$ cat config.mk
export PLATFORM = sky130hd
export DESIGN_NAME = ib_fifo_sub
export DESIGN_NICKNAME = d
export VERILOG_FILES = /design/src/rtl/noc_pkg.sv /design/src/rtl/ib_fifo_mem.sv /design/src/rtl/ib_fifo_sub.sv
export SDC_FILE = /design/constraint.sdc
export NUM_CORES = 1
export LEC_CHECK = 0
export CORE_MARGIN = 10
export CORE_UTILIZATION = 35
export DETAILED_ROUTE_END_ITERATION = 8
export SLEW_MARGIN = 20
export SYNTH_ARGS = -nofsm -noshare
export SYNTH_HDL_FRONTEND = slang
export SYNTH_SLANG_ARGS = --single-unit
$ cat constraint.sdc
create_clock -name ib_clk -period 9.5 [get_ports ib_clk]
set_input_delay 0.95 -clock ib_clk [delete_from_list [all_inputs] [get_ports ib_clk]]
set_output_delay 0.95 -clock ib_clk [all_outputs]
set_load 0.005 [all_outputs]
$ cat src/rtl/noc_pkg.sv
// Shared mesh-router definitions: flit layout, direction
// and flit-type codes, default input-buffer geometry.
package noc_pkg;

  localparam int DATASIZE   = 40;
  localparam int FIFO_DEPTH = 8;
  localparam int FIFO_WIDTH = 3;

  localparam int SRC_MSB  = 39;
  localparam int SRC_LSB  = 36;
  localparam int DST_MSB  = 35;
  localparam int DST_LSB  = 32;
  localparam int TS_MSB   = 31;
  localparam int TS_LSB   = 24;
  localparam int DATA_MSB = 23;
  localparam int DATA_LSB = 2;
  localparam int TYPE_MSB = 1;
  localparam int TYPE_LSB = 0;

  typedef enum logic [3:0] {
    DIR_N    = 4'b1000,
    DIR_E    = 4'b0100,
    DIR_S    = 4'b0010,
    DIR_W    = 4'b0001,
    DIR_NONE = 4'b1111
  } dir_e;

  typedef enum logic [1:0] {
    FLIT_HEAD   = 2'b00,
    FLIT_BODY   = 2'b01,
    FLIT_TAIL   = 2'b10,
    FLIT_SINGLE = 2'b11
  } flit_type_e;

  typedef logic [DATASIZE-1:0] flit_t;

  function automatic logic [3:0] flit_dst(
    input flit_t f
  );
    return f[DST_MSB:DST_LSB];
  endfunction

endpackage

$ cat src/rtl/ib_fifo_mem.sv
// Input-buffer storage: DEPTH x DW register array,
// one synchronous write port and one async read port.
module ib_fifo_mem
  import noc_pkg::*;
#(
  parameter int DEPTH = FIFO_DEPTH,
  parameter int WIDTH = FIFO_WIDTH,
  parameter int DW    = DATASIZE
) (
  input  logic             ib_clk,
  input  logic             wr_en,
  input  logic [WIDTH-1:0] wr_addr,
  input  logic [DW-1:0]    wr_data,
  input  logic [WIDTH-1:0] rd_addr,
  output logic [DW-1:0]    rd_data
);

  logic [DW-1:0] mem_q [DEPTH];

  // Contents are deliberately not reset.
  always_ff @(posedge ib_clk) begin
    if (wr_en) mem_q[wr_addr] <= wr_data;
  end

  assign rd_data = mem_q[rd_addr];

endmodule

$ cat src/rtl/ib_fifo_sub.sv
// Router input buffer: show-ahead FIFO with valid/ready
// handshakes and a registered occupancy (pressure) count.
module ib_fifo_sub
  import noc_pkg::*;
#(
  parameter int DEPTH = FIFO_DEPTH,
  parameter int WIDTH = FIFO_WIDTH
) (
  input  logic                ib_clk,
  input  logic                rst_n,
  input  logic [DATASIZE-1:0] data_in,
  input  logic                valid_in,
  output logic                ready_out,
  output logic [DATASIZE-1:0] data_out,
  output logic                valid_out,
  input  logic                rc_ready,
  output logic [WIDTH:0]      pressure_out
);

  localparam logic [WIDTH:0]   FULL    = (WIDTH+1)'(DEPTH);
  localparam logic [WIDTH:0]   CNT_ONE = (WIDTH+1)'(1);
  localparam logic [WIDTH-1:0] PTR_ONE = WIDTH'(1);

  logic [WIDTH-1:0]    wr_ptr_q, wr_ptr_d;
  logic [WIDTH-1:0]    rd_ptr_q, rd_ptr_d;
  logic [WIDTH:0]      count_q, count_d;
  logic [WIDTH:0]      pressure_q, pressure_d;
  logic                push, pop;
  logic [DATASIZE-1:0] rd_data;

  // Handshakes decode only registered state.
  assign ready_out = (count_q != FULL);
  assign valid_out = (count_q != '0);
  assign push      = valid_in & ready_out;
  assign pop       = valid_out & rc_ready;

  always_comb begin
    wr_ptr_d   = wr_ptr_q;
    rd_ptr_d   = rd_ptr_q;
    count_d    = count_q;
    if (push) wr_ptr_d = wr_ptr_q + PTR_ONE;
    if (pop)  rd_ptr_d = rd_ptr_q + PTR_ONE;
    unique case ({push, pop})
      2'b10:   count_d = count_q + CNT_ONE;
      2'b01:   count_d = count_q - CNT_ONE;
      default: count_d = count_q;
    endcase
    pressure_d = count_d;
  end

  always_ff @(posedge ib_clk or negedge rst_n) begin
    if (!rst_n) begin
      wr_ptr_q   <= '0;
      rd_ptr_q   <= '0;
      count_q    <= '0;
      pressure_q <= '0;
    end else begin
      wr_ptr_q   <= wr_ptr_d;
      rd_ptr_q   <= rd_ptr_d;
      count_q    <= count_d;
      pressure_q <= pressure_d;
    end
  end

  ib_fifo_mem #(
    .DEPTH (DEPTH),
    .WIDTH (WIDTH),
    .DW    (DATASIZE)
  ) u_mem (
    .ib_clk  (ib_clk),
    .wr_en   (push),
    .wr_addr (wr_ptr_q),
    .wr_data (data_in),
    .rd_addr (rd_ptr_q),
    .rd_data (rd_data)
  );

  assign data_out     = valid_out ? rd_data : '0;
  assign pressure_out = pressure_q;

endmodule

; ---- After elaboration in Yosys (flattened, before gate mapping)
; Memory sizes are Yosys's and may differ from the RTL's.
; Cells that the tools add are included.
[word_totals]
register_bits = 10
ram_bits = 320
in_bits = 44
output_inout_bits = 46
elab_cells = 19
memories = 1
[memory_table]
columns = memory, depth, width, read_ports, rd_clocked_by_memory_dff, wr, line_no
row1 = u_mem.mem_q, 8, 40, 1, 0, 1, ib_fifo_mem.sv:18  ; logic [DW-1:0] mem_q [DEPTH];
[op_classes]
add_sub_neg = 4
n_eq_ne = 3
mux = 4
n_bitwise = 2
reduce_logical = 2
[op_table]
columns = op, count
row1 = 2-to-1 mux 40 bit, 1
row2 = one-hot mux 4 bit (2 select lines), 1
row3 = adder 3 x 1 -> 3 bit (second input constant), 2
row4 = adder 4 x 1 -> 4 bit (second input constant), 1
row5 = inequality test 4 bit (second input constant), 1
row6 = nonzero test 4 bit, 1
row7 = subtractor 4 x 1 -> 4 bit (second input constant), 1
row8 = bitwise AND 1 bit, 2
row9 = == test 2 x 1 -> 1 bit (second input constant), 1
row10 = == test 2 bit (second input constant), 1
row11 = 2-to-1 mux 1 bit, 2
row12 = nonzero test 2 bit, 1

; ---- Logic depth before layout (Yosys ltp)
[logic_depth]
word_depth = 4
ltp_mapped = 11
ltp_nobuf = 10

; ---- Cells and area by module
; A second synthesis with hierarchy kept.
[unflattened]
cells_unflattened = 571
hier_area_um2 = 13237.7
[by_module_without_submodules]
columns = mod, n_inst, cells_per_inst, area_each_um2, seq_area_each_um2
row1 = ib_fifo_mem, 1, 475, 12370.6, 9609.2
row2 = ib_fifo_sub, 1, 96, 867.1, 250.2

; ---- Worst setup path before layout
; No wires, ideal clock.
[synth_timing]
path_type = input-to-reg
startpoint = input port valid_in
endpoint = memory u_mem.mem_q[0][0] (netlist bit) (enable)
setup_ns = 0.487
arrival_time_ns = 4.079
required_time_ns = 9.013
path_slack_ns = 4.934
path_stages = 3
path_buffers = 0
path_cell_list = nand2_2 > or2_2 > nor3_1
[synth_via]
elab_chain_cells = 3
[synth_rtl]
columns = element, line_no
row1 = "start, declared", ib_fifo_sub.sv:12  ; input logic valid_in,
row2 = bitwise AND 1 bit, ib_fifo_sub.sv:34  ; assign push = valid_in & ready_out;
row3 = 2-to-1 mux 1 bit, ib_fifo_mem.sv:22  ; if (wr_en) mem_q[wr_addr] <= wr_data;
row4 = 2-to-1 mux 1 bit (not written as such), ib_fifo_mem.sv:22
row5 = "end, declared", ib_fifo_mem.sv:18
; No other way between the ends.

; ---- Worst setup path in the final report
[layout_timing]
startpoint = register rd_ptr_q[0]
endpoint = output port data_out[13]
[layout_via]
elab_chain_cells = 2
[layout_rtl]
columns = element, line_no
row1 = "start, declared", ib_fifo_sub.sv:25  ; logic [WIDTH-1:0] rd_ptr_q, rd_ptr_d;
row2 = "start signal, assigned", ib_fifo_sub.sv:59  ; rd_ptr_q <= rd_ptr_d;
row3 = memory (8 x 40 bit), -
row4 = 2-to-1 mux 40 bit, ib_fifo_sub.sv:78  ; assign data_out = valid_out ? rd_data : '0;
row5 = "end, declared", ib_fifo_sub.sv:14  ; output logic [DATASIZE-1:0] data_out,
; No other way between the ends.

==> impl_metrics.csv <==
group,metric,value,unit
min_path,hp-start,"wr_ptr_q[0]$_DFFE_PN0P_",
power,leakage,0.00494,uW
global_routing,antenna_found_initial,3,
global_routing,grt_pass1_vias,6520,
clock_tree,cts_root_buf,"clkbuf_16",
layout,syn2layout_area_growth,20.2,%
global_routing,overflow,0,
route,routed-via-count,5800,
synth,ys_seq_elements,330,
clock_tree,clockBufferDepth,3,
clock_tree,htreeDepth,2,
global_routing,grt_pass1_wl,40700,um
outcome,status,"finished clean",
route,drt_iter0_drc,270,
timing,setup_ws,5.43,ns
die,core,35700,sq um
worst_setup_path,startpoint,"rd_ptr_q[0]$_DFFE_PN0P_",
worst_setup_path,critical_path.cell_chain,"buf_4, mux4_2, mux2i_1, nor2_1, clkdlybuf4s50_1",
route,drc,0,
global_routing,grt_usage,0.122,
timing,slew_viol_final,0,
power,totalPowerFinal,4740,uW
timing,worst_pin_slew,0.955,ns
timing,fin_setup_tns,0,ns
timing,fin_skew,0.0189,ns
clock_tree,clk_pin_slew,0.05,ns
synth,ys.flop_type,"edfxtp_1",
route,wl_per_cell,23.5,um
power,seq_power_share,0.428,
timing,max-slew-margin-rel,0.363,
worst_setup_path,start_kind,"register",
place,numPortBuffers,89,
clock_tree,postCtsSetupRepairBufs,0,
synth,synth_edf_count,320,
worst_setup_path,cp.required,8.55,ns
timing,max_freq,246,MHz
synth,synth.distinct_cells,31,
synth,syn-num-nets,614,
worst_setup_path,cp_slowest_cell,"dfrtp_4",
worst_setup_path,max_stage_delay,0.69,ns
synth,synth_area_per_cell,22.5,sq um
clock_tree,cts_hold_buf,0,
min_path,hp-class,"reg2reg",
power,clockPowerShare,0.262,
clock_tree,cts_resized,0,
die,boundaryPins,90,
timing,rsz0062_at_grt,"false",
worst_setup_path,timing.rr.start,"pressure_out[2]$_DFFE_PN0P_",
layout,drive_gt1_frac,0.228,
worst_setup_path,crit_fanout,30,
route,ant_nets,0,
route,vias_per_cell,5.00,
place,gp_congestion,0.686,
synth,ys_async_sr_fraction,0.0303,
synth,yosysWarnings,0,
timing,fin_crit,4.07,ns
clock_tree,cts.sinks,330,
power,peakVddDrop,147,uV
power,comb_power_share,0.310,
synth,yosysSeqAreaShare,0.775,
worst_setup_path,worstSetupPathType,"reg2out",
die,initial_core_util,0.356,
die,rows,69,
die,dieArea,44400,sq um
die,die_w,211,um
power,p_sw_frac,0.287,
global_routing,grt_max_degree,54,
run,drv_cap,0,
worst_setup_path,cp-end-kind,"output port",
clock_tree,cts_buffers,35,
worst_setup_path,crit_arrival,3.12,ns
timing,setup_viol,0,
timing,hold_viol,0,
power,power.net_switching,1360,uW
synth,syn_area,12700,sq um
route,routed_wl,27200,um
place,place_ws,5.30,ns
clock_tree,insertion_delay,0.51,ns
power,p_int,3380,uW
layout,layout.nets,725,
power,pwr_density_cell,310,nW/um^2
route,dr.pass1.iters,6,
synth,netlist_instances,565,
die,die_y,211,um
clock_tree,cts_tree,"yes",
timing,timing.final.crit_share,0.428,
place,hpwl,14500,um
[cells in the mapped netlist, drive strengths merged, types with 2 or more instances]
cell,number,share of area
nor3,2,0.00079
edfxtp,320,0.76
mux2,3,0.0030
ha,5,0.0049
nand2,5,0.0017
nand2b,3,0.0015
nor2,48,0.014
xor2,5,0.0034
mux2i,40,0.031
dfrtp,10,0.020
xnor2,3,0.0021
buf,18,0.0088
mux4,80,0.14
clkbuf,10,0.0030
a21oi,2,0.00079
nand3,2,0.00079
[sequential cells by signal, indices dropped and copies added, names as in the netlist]
signal / flops
rd_ptr_q: 3
wr_ptr_q: 3
pressure_out: 4
u_mem.mem_q: 320
[power by group through the flow]
stage                     Sequential [uW]  Combinational [uW]  Clock [uW]
after CTS                            2080                1470        1280
final                                2030                1470        1240
after global routing                 2060                1600        1340
after global placement               2130                1400           0
after detailed placement             2110                1470           0
after floorplan                      1930                 935           0
[cells in the final DEF (no fill, tap or decap), types with 5 or more instances in the layout]
master           Yosys  routed
edfxtp_1           320     320
mux4_2              80      80
clkinv_1             0       8
ha_1                 5       5
nor2_4               0       6
clkbuf_16            0      36
xor2_1               5       5
dfrtp_1             10       7
buf_4                8      11
clkdlybuf4s50_1      0      89
clkinv_2             0       5
nor2_1              48      42
mux2i_1             40      40
[stage by stage]
stage,instances,hold slack (ns),area (sq um),util
6_report,1160,0.558,15300,0.428
5_1_grt,1159,0.606,15300,0.428
4_1_cts,1157,0.547,15300,0.427
3_5_place_dp,1099,0.531,14200,0.398
3_3_place_gp,1098,0.507,14200,0.397
2_1_floorplan,565,0.488,12700,-
[cell families after synthesis]
family | synth area share
multiplexers | 0.176
flip-flops | 0.775
AO/OA/AOI/OAI | 0.00216
AND/OR/NAND/NOR | 0.0240
adder cells (fa/ha/maj) | 0.00492
XOR/XNOR | 0.00551
buffers and inverters | 0.0120
[cell type report]
cell class / count / area (sq um)
clock buffers: 39 / 912
fillers: 3119 / 20500
diodes: 2 / 5.00
well taps: 461 / 577
clock inverters: 19 / 134
repair buffers: 102 / 1030
inverters: 1 / 3.75
flip-flops and latches: 330 / 9870
multi-input cells: 206 / 2760
[per-layer routing]
metal / track usage / wire (um) / up-vias / share of wire
met3: 0.0252 / 1080 / 42 / 0.040
met4: 0.0322 / 489 / 2 / 0.018
met5: 0 / 13 / - / 0.00048
met2: 0.217 / 14100 / 108 / 0.52
li1: - / - / 2567 / -
met1: 0.149 / 11500 / 3081 / 0.42
[final timing paths]
| check | end | slack, ns | depth (start not counted) |
|---|---|---|---|
| setup / recovery | data_out[13] | 5.43 | 5 |
| hold / removal | wr_ptr_q[0]$_DFFE_PN0P_ | 0.56 | 2 |
| setup reg to reg | pressure_out[2]$_DFFE_PN0P_ | 6.79 | 11 |
| hold reg to reg | wr_ptr_q[0]$_DFFE_PN0P_ | 0.56 | 2 |
| max in group asynchronous | rd_ptr_q[2]$_DFFE_PN0P_ | 8.39 | 1 |
| min in group asynchronous | pressure_out[3]$_DFFE_PN0P_ | 0.77 | 1 |
[critical path, delay by kind of cell, from the launching register on]
family | cells | cell delay, ns
multiplexers | 2 | 0.77
flip-flops | 1 | 0.69
AND/OR/NAND/NOR | 1 | 0.06
buffers and inverters | 2 | 1.03
(Power assumes the default switching activity.)
